$ cat src/rtl/rv_fetch_pkg.sv
// rtl/rv_fetch_pkg.sv - shared types and constants for the instruction fetch stage
//   fetch_state_e : fetch FSM states (IDLE, RUN, FAULT)
//   fetch_entry_t : one fetch buffer entry {pc, instr}
//   INSTR_BYTES   : byte stride between consecutive instructions
package rv_fetch_pkg;

  typedef enum logic [1:0] {
    IDLE  = 2'd0,
    RUN   = 2'd1,
    FAULT = 2'd2
  } fetch_state_e;

  typedef struct packed {
    logic [31:0] pc;
    logic [31:0] instr;
  } fetch_entry_t;

  localparam int unsigned INSTR_BYTES = 4;

endpackage

$ cat src/rtl/rv_fetch_buf.sv
// rtl/rv_fetch_buf.sv - 2-entry FIFO holding fetched {pc, instr} pairs
//   clk, reset_n : clock, asynchronous active-low reset
//   push, tail   : write tail into the FIFO (ignored when full)
//   pop          : advance the head (ignored when empty)
//   flush        : discard all entries; wins over push and pop
//   full, empty  : occupancy flags from the registered count
//   head         : oldest entry, driven from registers
module rv_fetch_buf
  import rv_fetch_pkg::*;
(
  input  logic         clk,
  input  logic         reset_n,
  input  logic         push,
  input  fetch_entry_t tail,
  input  logic         pop,
  input  logic         flush,
  output logic         full,
  output logic         empty,
  output fetch_entry_t head
);

  logic [1:0]   count_q;
  logic         wr_ptr_q;
  logic         rd_ptr_q;
  fetch_entry_t mem_q [2];

  logic do_push;
  logic do_pop;

  assign full    = (count_q == 2'd2);
  assign empty   = (count_q == 2'd0);
  assign do_push = push && !full;
  assign do_pop  = pop && !empty;
  assign head    = mem_q[rd_ptr_q];

  always_ff @(posedge clk or negedge reset_n) begin
    if (!reset_n) begin
      count_q  <= 2'd0;
      wr_ptr_q <= 1'b0;
      rd_ptr_q <= 1'b0;
    end else if (flush) begin
      count_q  <= 2'd0;
      wr_ptr_q <= 1'b0;
      rd_ptr_q <= 1'b0;
    end else begin
      if (do_push) wr_ptr_q <= ~wr_ptr_q;
      if (do_pop)  rd_ptr_q <= ~rd_ptr_q;
      case ({do_push, do_pop})
        2'b10:   count_q <= count_q + 2'd1;
        2'b01:   count_q <= count_q - 2'd1;
        default: count_q <= count_q;
      endcase
    end
  end

  // Entry storage needs no reset: validity is carried entirely by count_q.
  always_ff @(posedge clk) begin
    if (do_push && !flush) mem_q[wr_ptr_q] <= tail;
  end

endmodule

$ cat src/rtl/rv_fetch.sv
// rtl/rv_fetch.sv - instruction fetch stage: PC, fetch FSM, fault detection, fetch buffer
//   clk, reset_n          : clock, asynchronous active-low reset
//   fetch_en_i            : allow new fetches
//   imem_addr_o           : word index into imem ({2'b00, pc_q[31:2]})
//   imem_instr_i          : combinational imem read data for imem_addr_o
//   redirect_i/_pc_i      : taken branch/jump, flushes buffer and loads PC
//   if_valid_o/if_ready_i : handshake to decode
//   if_pc_o, if_instr_o   : head entry of the fetch buffer
//   fault_o, fault_pc_o   : fetch halted on fault, and the offending PC
module rv_fetch
  import rv_fetch_pkg::*;
#(
  parameter logic [31:0] RESET_PC   = 32'h0000_0000,
  parameter int unsigned IMEM_DEPTH = 1024
) (
  input  logic        clk,
  input  logic        reset_n,
  input  logic        fetch_en_i,
  output logic [31:0] imem_addr_o,
  input  logic [31:0] imem_instr_i,
  input  logic        redirect_i,
  input  logic [31:0] redirect_pc_i,
  output logic        if_valid_o,
  input  logic        if_ready_i,
  output logic [31:0] if_pc_o,
  output logic [31:0] if_instr_o,
  output logic        fault_o,
  output logic [31:0] fault_pc_o
);

  // 33 bits so a depth of 2^32 words would still compare correctly.
  localparam logic [32:0] DEPTH_W = 33'(IMEM_DEPTH);

  fetch_state_e state_q, state_d;
  logic [31:0]  pc_q;
  logic [31:0]  fault_pc_q;

  logic         fault_cond;
  logic         fault_fire;
  logic         push;
  logic         pop;
  logic         buf_full;
  logic         buf_empty;
  fetch_entry_t buf_tail;
  fetch_entry_t buf_head;

  assign imem_addr_o = {2'b00, pc_q[31:2]};

  assign fault_cond = (pc_q[1:0] != 2'b00) || ({3'b000, pc_q[31:2]} >= DEPTH_W);

  assign if_valid_o = !buf_empty;
  assign if_pc_o    = buf_head.pc;
  assign if_instr_o = buf_head.instr;
  assign fault_pc_o = fault_pc_q;

  // A pop during redirect is harmless: the flush discards the buffer anyway.
  assign pop = if_valid_o && if_ready_i;

  assign buf_tail.pc    = pc_q;
  assign buf_tail.instr = imem_instr_i;

  always_comb begin
    state_d    = state_q;
    fault_fire = 1'b0;
    push       = 1'b0;
    fault_o    = 1'b0;

    case (state_q)
      IDLE: begin
        // A redirect in IDLE only moves the PC; fetching resumes a cycle later.
        if (fetch_en_i && !redirect_i) state_d = RUN;
      end
      RUN: begin
        if (fetch_en_i && !redirect_i) begin
          if (fault_cond) begin
            fault_fire = 1'b1;
          end else if (!buf_full) begin
            // Uses the pre-pop full flag so if_ready_i never reaches the PC/imem path.
            push = 1'b1;
          end
        end
        if (!fetch_en_i)     state_d = IDLE;
        else if (fault_fire) state_d = FAULT;
      end
      FAULT: begin
        fault_o = 1'b1;
        if (redirect_i) state_d = RUN;
      end
      default: state_d = IDLE;
    endcase
  end

  always_ff @(posedge clk or negedge reset_n) begin
    if (!reset_n) begin
      state_q <= IDLE;
    end else begin
      state_q <= state_d;
    end
  end

  always_ff @(posedge clk or negedge reset_n) begin
    if (!reset_n) begin
      pc_q <= RESET_PC;
    end else if (redirect_i) begin
      pc_q <= redirect_pc_i;
    end else if (push) begin
      pc_q <= pc_q + 32'(INSTR_BYTES);
    end
  end

  always_ff @(posedge clk or negedge reset_n) begin
    if (!reset_n) begin
      fault_pc_q <= 32'h0000_0000;
    end else if (fault_fire) begin
      fault_pc_q <= pc_q;
    end
  end

  rv_fetch_buf u_buf (
    .clk     (clk),
    .reset_n (reset_n),
    .push    (push),
    .tail    (buf_tail),
    .pop     (pop),
    .flush   (redirect_i),
    .full    (buf_full),
    .empty   (buf_empty),
    .head    (buf_head)
  );

endmodule

$ cat config.mk
export PLATFORM = sky130hd
export DESIGN_NAME = rv_fetch
export DESIGN_NICKNAME = d
export VERILOG_FILES = /design/src/rtl/rv_fetch_pkg.sv /design/src/rtl/rv_fetch_buf.sv /design/src/rtl/rv_fetch.sv
export SDC_FILE = /design/constraint.sdc
export NUM_CORES = 1
export LEC_CHECK = 0
export ABC_CLOCK_PERIOD_IN_PS = 7100
export BUFFER_PORTS_ARGS = -buffer_cell sky130_fd_sc_hd__buf_2
export CORE_MARGIN = 2
export CORE_UTILIZATION = 40
export DETAILED_ROUTE_END_ITERATION = 16
export GPL_TIMING_DRIVEN = 0
export HOLD_SLACK_MARGIN = 0.08
export PLACE_DENSITY = 0.67
export SLEW_MARGIN = 20
export SYNTH_ARGS = -nofsm -noshare
export SYNTH_HDL_FRONTEND = slang
export SYNTH_HIERARCHICAL = 1
export SYNTH_SLANG_ARGS = --single-unit
$ cat constraint.sdc
create_clock -name clk -period 7.1 [get_ports clk]
set_input_delay 1.42 -clock clk [delete_from_list [all_inputs] [get_ports clk]]
set_output_delay 1.42 -clock clk [all_outputs]
set_load 0.02 [all_outputs]
After elaboration in Yosys (flattened, before gate mapping)
Memory sizes are Yosys's and may differ from the RTL's.
Cells that the tools add are included.
{"block": "op_classes", "add_sub_neg": 3, "order_cmp": 1, "n_eq_ne": 8, "n_mux": 24, "bitwise": 2, "reduce_logical": 17}
{"operator": "2-to-1 mux 32 bit", "n": 2}
{"operator": "adder 32 x 3 -> 32 bit (second input constant)", "n": 1}
{"operator": "greater-or-equal comparator 30 x 11 -> 1 bit (second input constant)", "n": 1}
{"operator": "2-to-1 mux 1 bit", "n": 15}
{"operator": "2-to-1 mux 2 bit", "n": 5}
{"operator": "nonzero test 2 bit", "n": 4}
{"operator": "equality test 2 bit (second input constant)", "n": 3}
{"operator": "case mux 2 bit (3 select lines)", "n": 1}
{"operator": "logical AND 1 bit", "n": 5}
{"operator": "equality test 2 x 1 -> 1 bit (second input constant)", "n": 2}
{"operator": "zero test 2 bit", "n": 2}
{"operator": "inequality test 2 bit (second input constant)", "n": 2}
{"operator": "case mux 2 bit (2 select lines)", "n": 1}
{"operator": "zero test 1 bit", "n": 3}
{"operator": "inequality test 3 bit (second input constant)", "n": 1}
{"operator": "AND reduction 3 bit", "n": 1}
{"operator": "nonzero test 3 bit", "n": 1}
{"operator": "adder 2 x 1 -> 2 bit (second input constant)", "n": 1}
{"operator": "inverter 1 bit", "n": 2}
{"operator": "subtractor 2 x 1 -> 2 bit (second input constant)", "n": 1}
{"operator": "logical OR 1 bit", "n": 1}
{"block": "totals", "regBits": 70, "mem_bits_rw": 128, "inputBits": 69, "out_inout_bits": 130, "elab_cells": 62, "memories": 1}
{"name": "u_buf.mem_q", "depth": 2, "width": 64, "rd": 1, "rd_clocked_by_memory_dff": 0, "wr": 1, "line": "rv_fetch_buf.sv:25", "rtl": "fetch_entry_t mem_q [2];"}

Depth between registers and ports, before layout
Gate-level depths: netlist (run 1).
{"block": "logic_depth", "ltp_word": 9, "depth_mapped": 9, "mapped_depth_nobuf": 7}

Hierarchy
The synthesis (run 1) kept the hierarchy.
{"module": "rv_fetch_buf", "instances": 1, "cells_each": 224, "area_each_um2": 4820.9, "seq_area_each_um2": 3943.8}
{"module": "rv_fetch", "instances": 1, "cells_each": 251, "area_each_um2": 3113.0, "seq_area_each_um2": 1651.6}

Least setup slack after synthesis (run 1)
OpenSTA, ideal clock, no wires.
{"block": "synth_path", "kind": "input-to-reg", "start": "input redirect_i", "end": "memory u_buf/mem_q[1][0] (netlist name) (enable)", "setup_ns": 0.578, "t_arrival_ns": 7.406, "t_required_ns": 6.522, "slack_ns": -0.883, "cell_stages": 8, "n_path_buf": 2, "path_cell_list": "buf_2 > nor4bb_4 > and2b_1 > nand3_4 > inv_1 > buf_4 > or2b_1 > nor3b_1"}
{"block": "synth_between", "elab_chain_cells": 8}
{"element": "from (decl)", "line": "rv_fetch.sv:21", "rtl": "input logic redirect_i,"}
{"element": "zero test 1 bit", "line": "rv_fetch.sv:74", "rtl": "if (fetch_en_i && !redirect_i) begin"}
{"element": "logical AND 1 bit", "line": "rv_fetch.sv:74"}
{"element": "2-to-1 mux 1 bit", "line": "rv_fetch.sv:74"}
{"element": "2-to-1 mux 1 bit", "line": "rv_fetch.sv:68", "rtl": "case (state_q)"}
{"element": "net push", "line": "rv_fetch.sv:40", "rtl": "logic push;"}
{"element": "logical AND 1 bit", "line": "rv_fetch_buf.sv:32", "rtl": "assign do_push = push && !full;"}
{"element": "logical AND 1 bit", "line": "rv_fetch_buf.sv:58", "rtl": "if (do_push && !flush) mem_q[wr_ptr_q] <= tail;"}
{"element": "2-to-1 mux 1 bit", "line": "rv_fetch_buf.sv:58"}
{"element": "2-to-1 mux 1 bit (not written as such)", "line": "rv_fetch_buf.sv:58"}
{"element": "to (decl)", "line": "rv_fetch_buf.sv:25"}
The timed path passes the listed nets, and every way through them passes these cells.

Worst setup path in the final report (run 1)
{"block": "layout_path", "start": "input redirect_i", "end": "memory u_buf/mem_q[1][25] (netlist name) (enable)"}
Same word-level chain as after synthesis.

==> results.yml, run 1 <==
status:
  outcome: "complete, no violations"
synth:
  async_flop_share_pct: 35.4
  synth_area_um2: 7930
  ys.flop_type: "edfxtp_1"
  synth_top_area_cell: "edfxtp_1"
  synth-edff-count: 128
  ys_ff_latch: 198
  syn_area_per_cell_um2: 16.7
  yosys.area.top_type_share_pct: 48.4
  synthCells: 475
  ys_warn_count: 6
  ys_top_cells_by_area: "edfxtp_1, dfrtp_1, mux2_2"
  ys_types: 48
  synth_seq_area_share_pct: 70.5
worst_setup_path:
  worst-path-max-fanout: 15
  arrival_ns: 4.39
  startpoint: "redirect_i"
  worst_setup_path_start_kind: "primary input"
  endpoint_kind: "flip-flop"
  crit_required_ns: 7.24
  rr_startpoint: "pc_q[29]$_DFFE_PN0P_"
  critPathKind: "primary input to flip-flop"
power:
  power_leakage_nw: 4.04
  seqPwrFrac_pct: 50.8
  switchingPower_mw: 0.751
  power_switching_share_pct: 27.3
  powerDensity_nw_per_um2: 275
  intPower_mw: 2.00
  irDropWorstVdd_uv: 159
  power_mw: 2.75
  p_comb_share_pct: 14.7
  power_frac_clock_pct: 34.4
layout:
  mostFrequentLayoutCells: "buf_2, edfxtp_1, mux2_2, dfrtp_1, buf_4"
  drive_above_1_share_pct: 56.7
  fin_util_pct: 51.5
  multi_input_area_um2: 1990
  fin_area_um2: 10000
  syn_to_final_growth_pct: 26.3
  nets: 773
  seqCellArea_um2: 5600
  fill_cells: 1668
  diodes: 0
  layout_commonest_cell: "buf_2"
floorplan:
  fp.dieW_um: 145
  core_area_um2: 19500
  die_y_um: 145
  io_pins: 199
  rows: 51
  dieArea_um2: 21000
  initial_core_util_pct: 40.8
grt:
  grt_util_met1_pct: 20.9
  busiest_layer: "met2"
  grt_max_degree: 41
  antenna_found_initial: 1
  overflow: 0
  gr-usage-met3_pct: 4.18
  grt_use_total_pct: 16.8
  grt_pass1_vias: 4890
  grt_pass1_wl_um: 26300
  met2_usage_pct: 28.7
timing:
  fin_ws_ns: 2.85
  worst_pin_slew_ns: 0.779
  relSlewSlack_pct: 48.1
  fin_worst_skew_ns: 0.0149
  timing.final.crit_share_pct: 59.9
  whs_ns: 0.503
  fin_crit_ns: 4.25
  rsz0062_at_grt: "no"
  hold_viol_final: 0
  drv_slew: 0
  fmax_ghz: 0.235
  setup_viol: 0
clock_tree:
  clk_path_buf_depth: 2
  cts_resized: 0
  numCtsBuffers: 17
  hold_buffers: 0
  clk_pin_slew_ns: 0.07
  ctsRootBufferMaster: "clkbuf_16"
  htree_levels: 4
  cts_num_sinks: 198
  cts_setup_buffers: 0
  clk_latency_ns: 0.43
  cts_tree: "built"
min_path:
  hold_path_class: "flip-flop to flip-flop"
  hold_start: "fault_pc_o[30]$_DFFE_PN0P_"
route:
  drc: 0
  dr.pass1.iters: 4
  drt_iter0_markers: 163
  routed_wl_um: 17700
  viasPerCell: 4.87
  vias: 4766
  drtAntennaViolNets: 0
  drt-wirelength-per-cell_um: 18.1
placed_design:
  pre_cts_ws_ns: 2.36
  place_congestion: 0.785
  hpwlAfterDp_um: 12800
  portBuffers: 196
  postPlaceCellArea_um2: 9440
flow_run:
  cap_violations: 0
==> sequential cells by signal, summed over array words and instances (netlist names) <==
name / flops
fault_pc_o: 32
pc_q: 32
u_buf/count_q: 2
u_buf/wr_ptr_q: 1
state_q: 2
u_buf/mem_q: 128
u_buf/rd_ptr_q: 1
==> per-stage QoR <==
stage	instances	TNS [ns]
2_1_floorplan	476	0
3_5_place_dp	948	0
4_1_cts	979	0
5_1_grt	979	0
3_3_place_gp	937	-58.22
6_report	979	0
==> final timing paths <==
| kind | to | slack (ns) | cells past startpoint |
|---|---|---|---|
| max | u_buf/mem_q[1][25]$_DFFE_PP_ | 2.85 | 12 |
| min | fault_pc_o[30]$_DFFE_PN0P_ | 0.50 | 1 |
| max reg2reg | u_buf/mem_q[1][25]$_DFFE_PP_ | 3.47 | 10 |
| min reg2reg | fault_pc_o[30]$_DFFE_PN0P_ | 0.50 | 1 |
| max in group asynchronous | pc_q[18]$_DFFE_PN0P_ | 5.59 | 2 |
| min in group asynchronous | fault_pc_o[9]$_DFFE_PN0P_ | 0.93 | 1 |
==> metal layers <==
| metal | wire length [um] | vias to the layer above |
|---|---|---|
| met1 | 7400 | 2376 |
| met4 | 263 | 0 |
| li1 | - | 2207 |
| met3 | 1270 | 22 |
| met5 | 0 | - |
| met2 | 8760 | 161 |
==> synthesized netlist by cell type (all sizes together) (4+ instances only) <==
cell    number
nand3       10
mux2       115
or3          5
inv          7
dfrtp       70
nor3        13
nor2        15
nand2        7
and3         5
nor4         4
buf         48
a21oi        4
o21ai        4
edfxtp     128
==> power groups by stage <==
| stage | Combinational (mW) | Clock, mW | Sequential, mW |
|---|---|---|---|
| after CTS | 0.412 | 0.969 | 1.40 |
| after detailed placement | 0.411 | 0 | 1.43 |
| final | 0.406 | 0.949 | 1.40 |
| after global routing | 0.435 | 1.01 | 1.41 |
| after global placement | 0.401 | 0 | 1.42 |
| after floorplan | 0.156 | 0 | 1.50 |
==> layout make-up <==
class	instances	area share [%]
plain buffers	51	3.48
clock buffers	17	4.25
clock inverters	14	1.57
inverters	7	0.262
multi-input cells	220	19.9
flip-flops and latches	198	55.8
well taps	265	3.31
repair buffers	207	11.4
==> worst max-delay path, cell delays in order <==
cell and delay, ns:
buf_2 0.16, buf_2 0.20, nor4bb_4 0.40, and2b_1 0.22, nand3_4 0.14, inv_1 0.11, buf_4 0.21, or2b_1 0.32
nor3b_4 0.60, buf_8 0.26, buf_8 0.16, buf_6 0.15
==> cells by family after synthesis <==
group | count (synthesis) | share of synthesized area (%)
flip-flops | 198 | 70.5
multiplexers | 115 | 16.3
AND/OR/NAND/NOR | 74 | 5.55
buffers and inverters | 58 | 4.73
AO/OA/AOI/OAI | 26 | 2.40
adder cells (fa/ha/maj) | 2 | 0.315
other | 1 | 0.0473
XOR/XNOR | 1 | 0.110
Note: power is estimated with default switching activity, not from simulation.
==> run 2, diff against run 1 <==
Settings changed: ABC_CLOCK_PERIOD_IN_PS 7100 to 4200, PLACE_DENSITY 0.67 to 0.65.
Clock period 7.1 ns to 4.2 ns, I/O delays scaled along.
==> run 2 against run 1 <==
  * Critical path depth fell by 1
  * Global-route usage is 0.17 points lower
  * Largest cell class unchanged
  * Hold slack got worse by 0.14 ns
  * Worst setup slack worse by 2.1 ns
  * Die area did not move
==> results.yml, run 2 (same netlist as run 1, synthesis figures left out) <==
layout:
  top_register: "u_buf/mem_q"
  syn_to_final_growth_pct: 26.6
  drive_above_1_share_pct: 56.7
  diodes: 0
  fill_cells: 1686
  fin_area_um2: 10000
  largest_reg_flops: 128
  nets: 772
  mostFrequentLayoutCells: "buf_2, edfxtp_1, mux2_2, dfrtp_1, buf_4"
  layout_commonest_cell: "buf_2"
  instances_no_fill: 979
floorplan:
  fp.dieW_um: 145
  initial_core_util_pct: 40.8
  die_y_um: 145
  io_pins: 199
  rows: 51
  dieArea_um2: 21000
  core_area_um2: 19500
grt:
  grt_pass1_vias: 4953
  overflow: 0
  grt_pass1_wl_um: 26100
  grt_use_total_pct: 16.7
  grt_max_degree: 40
  antenna_found_initial: 0
timing:
  hold_viol_final: 0
  worst_pin_slew_ns: 0.836
  fmax_ghz: 0.291
  timing.final.crit_share_pct: 81.9
  whs_ns: 0.363
  fin_crit_ns: 3.44
  drv_slew: 0
  rsz0062_at_grt: "no"
  relSlewSlack_pct: 44.2
  setup_viol: 0
  fin_worst_skew_ns: 0.0107
clock_tree:
  cts_tree: "built"
  hold_buffers: 0
  cts_resized: 0
  numCtsBuffers: 17
  clk_latency_ns: 0.42
  clk_pin_slew_ns: 0.07
  clk_path_buf_depth: 2
  htree_levels: 4
  ctsRootBufferMaster: "clkbuf_16"
  cts_setup_buffers: 0
  cts_num_sinks: 198
power:
  seqPwrFrac_pct: 50.6
  p_comb_share_pct: 14.7
  power_switching_share_pct: 26.1
  irDropWorstVdd_uv: 274
  switchingPower_mw: 1.22
  powerDensity_nw_per_um2: 465
  intPower_mw: 3.45
  power_mw: 4.67
  power_frac_clock_pct: 34.7
  power_leakage_nw: 4.04
worst_setup_path:
  arrival_ns: 3.57
  critPathMostFrequentCell: "buf_8"
  worst_setup_path_start_kind: "primary input"
  crit_required_ns: 4.32
  worst_r2r_path_depth: 9
  path_delay_family: "simple AND/OR/NAND/NOR gates"
  slowest_delay_ns: 0.58
  path_cells: "buf_2 > buf_8 > nor4bb_4 > and2b_1 > nand3_4 > inv_2 > buf_6 > or2b_4 > nor3_4 > buf_8 > buf_8"
  rr_startpoint: "pc_q[29]$_DFFE_PN0P_"
  worst-path-max-fanout: 15
  endpoint_kind: "flip-flop"
  critical_path_buf_inv_count: 6
  critPathKind: "primary input to flip-flop"
  crit_slowest_cell: "nor3_4"
  r2r_end: "u_buf/mem_q[0][58]$_DFFE_PP_"
  r2r_setup_slack_ns: 0.76
route:
  drt-wirelength-per-cell_um: 17.8
  routed_wl_um: 17400
  viasPerCell: 4.88
  drc: 0
  vias: 4774
  drtAntennaViolNets: 0
  dr.pass1.iters: 6
  drt_iter0_markers: 248
placed_design:
  hpwlAfterDp_um: 12600
  place_congestion: 0.808
  postPlaceCellArea_um2: 9450
  portBuffers: 196
  dp.cells: 947
flow_run:
  cap_violations: 0
status:
  outcome: "complete, no violations"
min_path:
  hold_path_class: "primary input to asynchronous set/reset pin"
[run 2: changes by cell type in the layout (fill, tap and decap cells not counted), sizes merged]
cell	before	now
clkinvlp	0	3
inv	14	11
clkbuf	20	22
clkinv	6	4
buf	255	254
bufinv	1	2
[run 2: worst reg2reg max path, cell delays in order, from the launching register on]
cell	delay [ns]
dfrtp_1	0.44
nor4_1	0.54
and4_1	0.38
nand3_4	0.16
inv_2	0.11
buf_6	0.17
or2b_4	0.31
nor3_4	0.58
buf_8	0.26
buf_8	0.19
[run 2: power by group through the flow]
| stage | clock [mW] | sequential [mW] | combinational [mW] |
|---|---|---|---|
| 6_report | 1.62 | 2.36 | 0.687 |
| 5_1_grt | 1.74 | 2.39 | 0.735 |
| 4_1_cts | 1.67 | 2.36 | 0.698 |
| 3_5_place_dp | 0 | 2.40 | 0.696 |
| 3_3_place_gp | 0 | 2.39 | 0.679 |
| 2_1_floorplan | 0 | 2.54 | 0.264 |
[run 2: stage by stage]
stage | setup slack (ns) | utilization (%) | setup TNS (ns)
global placement | -1.39 | 47.7 | -165.35
global route | 0.474 | 51.6 | 0
finish | 0.758 | 51.6 | 0
floorplan | -0.00629 | - | -0.402
detailed placement | 0.262 | 48.6 | 0
CTS | 0.652 | 51.6 | 0
[run 2: worst max-delay path by stage]
stage / start / to / cells past startpoint
CTS: pc_q[29]$_DFFE_PN0P_ / u_buf/mem_q[0][3]$_DFFE_PP_ / 9
global route: pc_q[29]$_DFFE_PN0P_ / u_buf/mem_q[0][3]$_DFFE_PP_ / 9
floorplan: redirect_i / u_buf/mem_q[1][0]$_DFFE_PP_ / 8
global placement: redirect_i / u_buf/mem_q[1][11]$_DFFE_PP_ / 9
detailed placement: redirect_i / u_buf/mem_q[0][19]$_DFFE_PP_ / 11
finish: redirect_i / u_buf/mem_q[0][58]$_DFFE_PP_ / 11
[run 2: cell type report]
cell class | instances | area (um2) | share of cell area [%]
plain buffers | 51 | 363 | 3.61
clock inverters | 13 | 149 | 1.48
flip-flops and latches | 198 | 5600 | 55.7
well taps | 265 | 332 | 3.30
repair buffers | 206 | 1140 | 11.4
inverters | 7 | 26.3 | 0.262
clock buffers | 19 | 443 | 4.41
multi-input cells | 220 | 1990 | 19.8
[run 2: metal layers]
| metal | global-route usage (%) | up-vias | wire, um |
|---|---|---|---|
| li1 | - | 2201 | - |
| met1 | 20.8 | 2366 | 7340 |
| met2 | 27.8 | 184 | 8530 |
| met3 | 4.80 | 23 | 1230 |
| met4 | 5.93 | 0 | 303 |
| met5 | 0 | - | 0 |
==> run 3, diff against run 2 <==
Settings changed: ABC_CLOCK_PERIOD_IN_PS 4200 to 3000, PLACE_DENSITY 0.65 to 0.67.
Clock period 4.2 ns to 3 ns, I/O delays scaled along.
==> run 3 against run 2 <==
  * Routed wire length up 1.9%
  * Final cell count up 0.51%
  * Register-to-register slack worse by 0.64 ns
  * Count of clock-buffer cells in the layout up 1
  * Design area up 0.95%
  * Clock skew up 0.0039 ns
  * Highest routed layer unchanged
  * Sequential cell count unchanged
  * Power up 41%
  * Largest power group unchanged
  * Worst setup slack worse by 0.64 ns
==> results.yml, run 3 (same netlist as run 1, synthesis figures left out) <==
clock_tree:
  ctsRootBufferMaster: "clkbuf_16"
  cts_num_sinks: 198
  cts_tree: "built"
  htree_levels: 4
  clk_pin_slew_ns: 0.08
  hold_buffers: 0
  clk_path_buf_depth: 2
  numCtsBuffers: 17
  clk_latency_ns: 0.43
layout:
  top_register: "u_buf/mem_q"
  nets: 777
  mostFrequentLayoutCells: "buf_2, edfxtp_1, mux2_2, dfrtp_1, buf_4"
  fin_area_um2: 10100
  instances_no_fill: 984
  largest_reg_flops: 128
  layout_commonest_cell: "buf_2"
  fin_util_pct: 52.1
  syn_to_final_growth_pct: 27.8
  drive_above_1_share_pct: 57.7
  diodes: 0
worst_setup_path:
  worst-path-max-fanout: 15
  slowest_delay_ns: 0.53
  worst_r2r_path_depth: 10
  path_cells: "or4_4 > nor3_4 > nand3_4 > inv_2 > buf_6 > or2b_4 > nor3b_4 > buf_8 > buf_8 > buf_8"
  crit_slowest_cell: "or4_4"
  r2r_end: "u_buf/mem_q[1][60]$_DFFE_PP_"
  r2r_setup_slack_ns: 0.12
  critPathMostFrequentCell: "buf_8"
  critical_path_buf_inv_count: 5
  worst_setup_path_start_kind: "flip-flop"
  endpoint_kind: "flip-flop"
  arrival_ns: 3.01
  rr_startpoint: "pc_q[20]$_DFFE_PN0P_"
  path_delay_family: "simple AND/OR/NAND/NOR gates"
  cp.depth: 10
  crit_required_ns: 3.13
  critPathKind: "flip-flop to flip-flop"
flow_run:
  cap_violations: 0
timing:
  worst_pin_slew_ns: 0.802
  fin_crit_ns: 2.88
  setup_viol: 0
  timing.final.crit_share_pct: 96.1
  hold_viol_final: 0
  rsz0062_at_grt: "no"
  whs_ns: 0.133
  relSlewSlack_pct: 46.5
  final.setup.tns_ns: 0
  fmax_ghz: 0.347
  fin_worst_skew_ns: 0.0146
  drv_slew: 0
power:
  power_switching_share_pct: 26.7
  p_comb_share_pct: 14.8
  intPower_mw: 4.81
  seqPwrFrac_pct: 50.4
  powerDensity_nw_per_um2: 648
  power_frac_clock_pct: 34.8
  irDropWorstVdd_uv: 386
  switchingPower_mw: 1.76
  power_leakage_nw: 4.08
floorplan:
  core_area_um2: 19500
  dieArea_um2: 21000
  rows: 51
  initial_core_util_pct: 40.8
  io_pins: 199
  fp.dieW_um: 145
  die_y_um: 145
grt:
  antenna_found_initial: 0
  grt_pass1_vias: 4932
  grt_max_degree: 38
  grt_use_total_pct: 17.0
  grt_pass1_wl_um: 26500
  overflow: 0
route:
  routed_wl_um: 17700
  dr.pass1.iters: 4
  viasPerCell: 4.85
  vias: 4768
  drc: 0
  drt_iter0_markers: 267
  drt-wirelength-per-cell_um: 18.0
  drtAntennaViolNets: 0
placed_design:
  dp.cells: 948
  postPlaceCellArea_um2: 9480
  place_congestion: 0.794
  portBuffers: 196
  hpwlAfterDp_um: 12900
min_path:
  hold_path_class: "primary input to asynchronous set/reset pin"
status:
  outcome: "complete, no violations"
## run 3: cell count changes in the layout (fill, tap and decap cells not counted), moves of 2 or more
| cell | delta |
|---|---|
| dfrtp_1 | -2 |
| buf_4 | +4 |
| nor4_1 | -2 |
| dfrtp_2 | +2 |
## run 3: metrics by stage
step | power (mW) | setup WS [ns]
after floorplan | 3.93 | -0.966
after global placement | 4.31 | -2.31
after detailed placement | 4.35 | -0.461
after CTS | 6.65 | 0.0559
after global routing | 6.84 | 0.00777
final | 6.57 | 0.118
## run 3: worst reg2reg max path: cells and delay by family (launching register included)
family,cells,cell delay [ns]
and+or+nand+nor,5,1.39
buffers and inverters,5,0.71
DFF,1,0.45
## run 3: layer usage
layer	vias to the layer above	GRT usage (%)	share of wire (%)
met3	19	4.44	7.1
met1	2368	21.3	42
met5	-	0	0
met4	0	5.16	1.3
met2	172	29.0	50
li1	2209	-	-
## run 3: layout make-up
| class | count | area, um2 |
|---|---|---|
| Timing Repair Buffer | 211 | 1210 |
| Clock buffer | 20 | 468 |
| Fill cell | 1678 | 9320 |
| Sequential cell | 198 | 5600 |
| Clock inverter | 12 | 129 |
| Multi-Input combinational cell | 220 | 2010 |
| Inverter | 7 | 26.3 |
| Tap cell | 265 | 332 |
| Buffer | 51 | 363 |
## run 3: worst max path at each step
stage,from,to,slack (ns)
final,pc_q[20]$_DFFE_PN0P_,u_buf/mem_q[1][60]$_DFFE_PP_,0.12
after global routing,pc_q[20]$_DFFE_PN0P_,u_buf/mem_q[1][60]$_DFFE_PP_,0.008
after CTS,pc_q[20]$_DFFE_PN0P_,u_buf/mem_q[0][20]$_DFFE_PP_,0.06
after detailed placement,redirect_i,u_buf/mem_q[1][0]$_DFFE_PP_,-0.46
after global placement,redirect_i,u_buf/mem_q[1][12]$_DFFE_PP_,-2.31
after floorplan,redirect_i,u_buf/mem_q[1][0]$_DFFE_PP_,-0.97
## run 3: power by group through the flow
stage	clock [mW]	combinational, mW	sequential, mW
global placement	0	0.954	3.36
CTS	2.34	0.988	3.32
detailed placement	0	0.979	3.37
finish	2.28	0.971	3.32
floorplan	0	0.370	3.56
global route	2.44	1.04	3.35
## run 3: repair_timing
item	CTS	global route
setup buffers	4	0
pin swaps	3	2
cloned	0	0
resized for setup	7	1
setup endpoints to repair	74	63
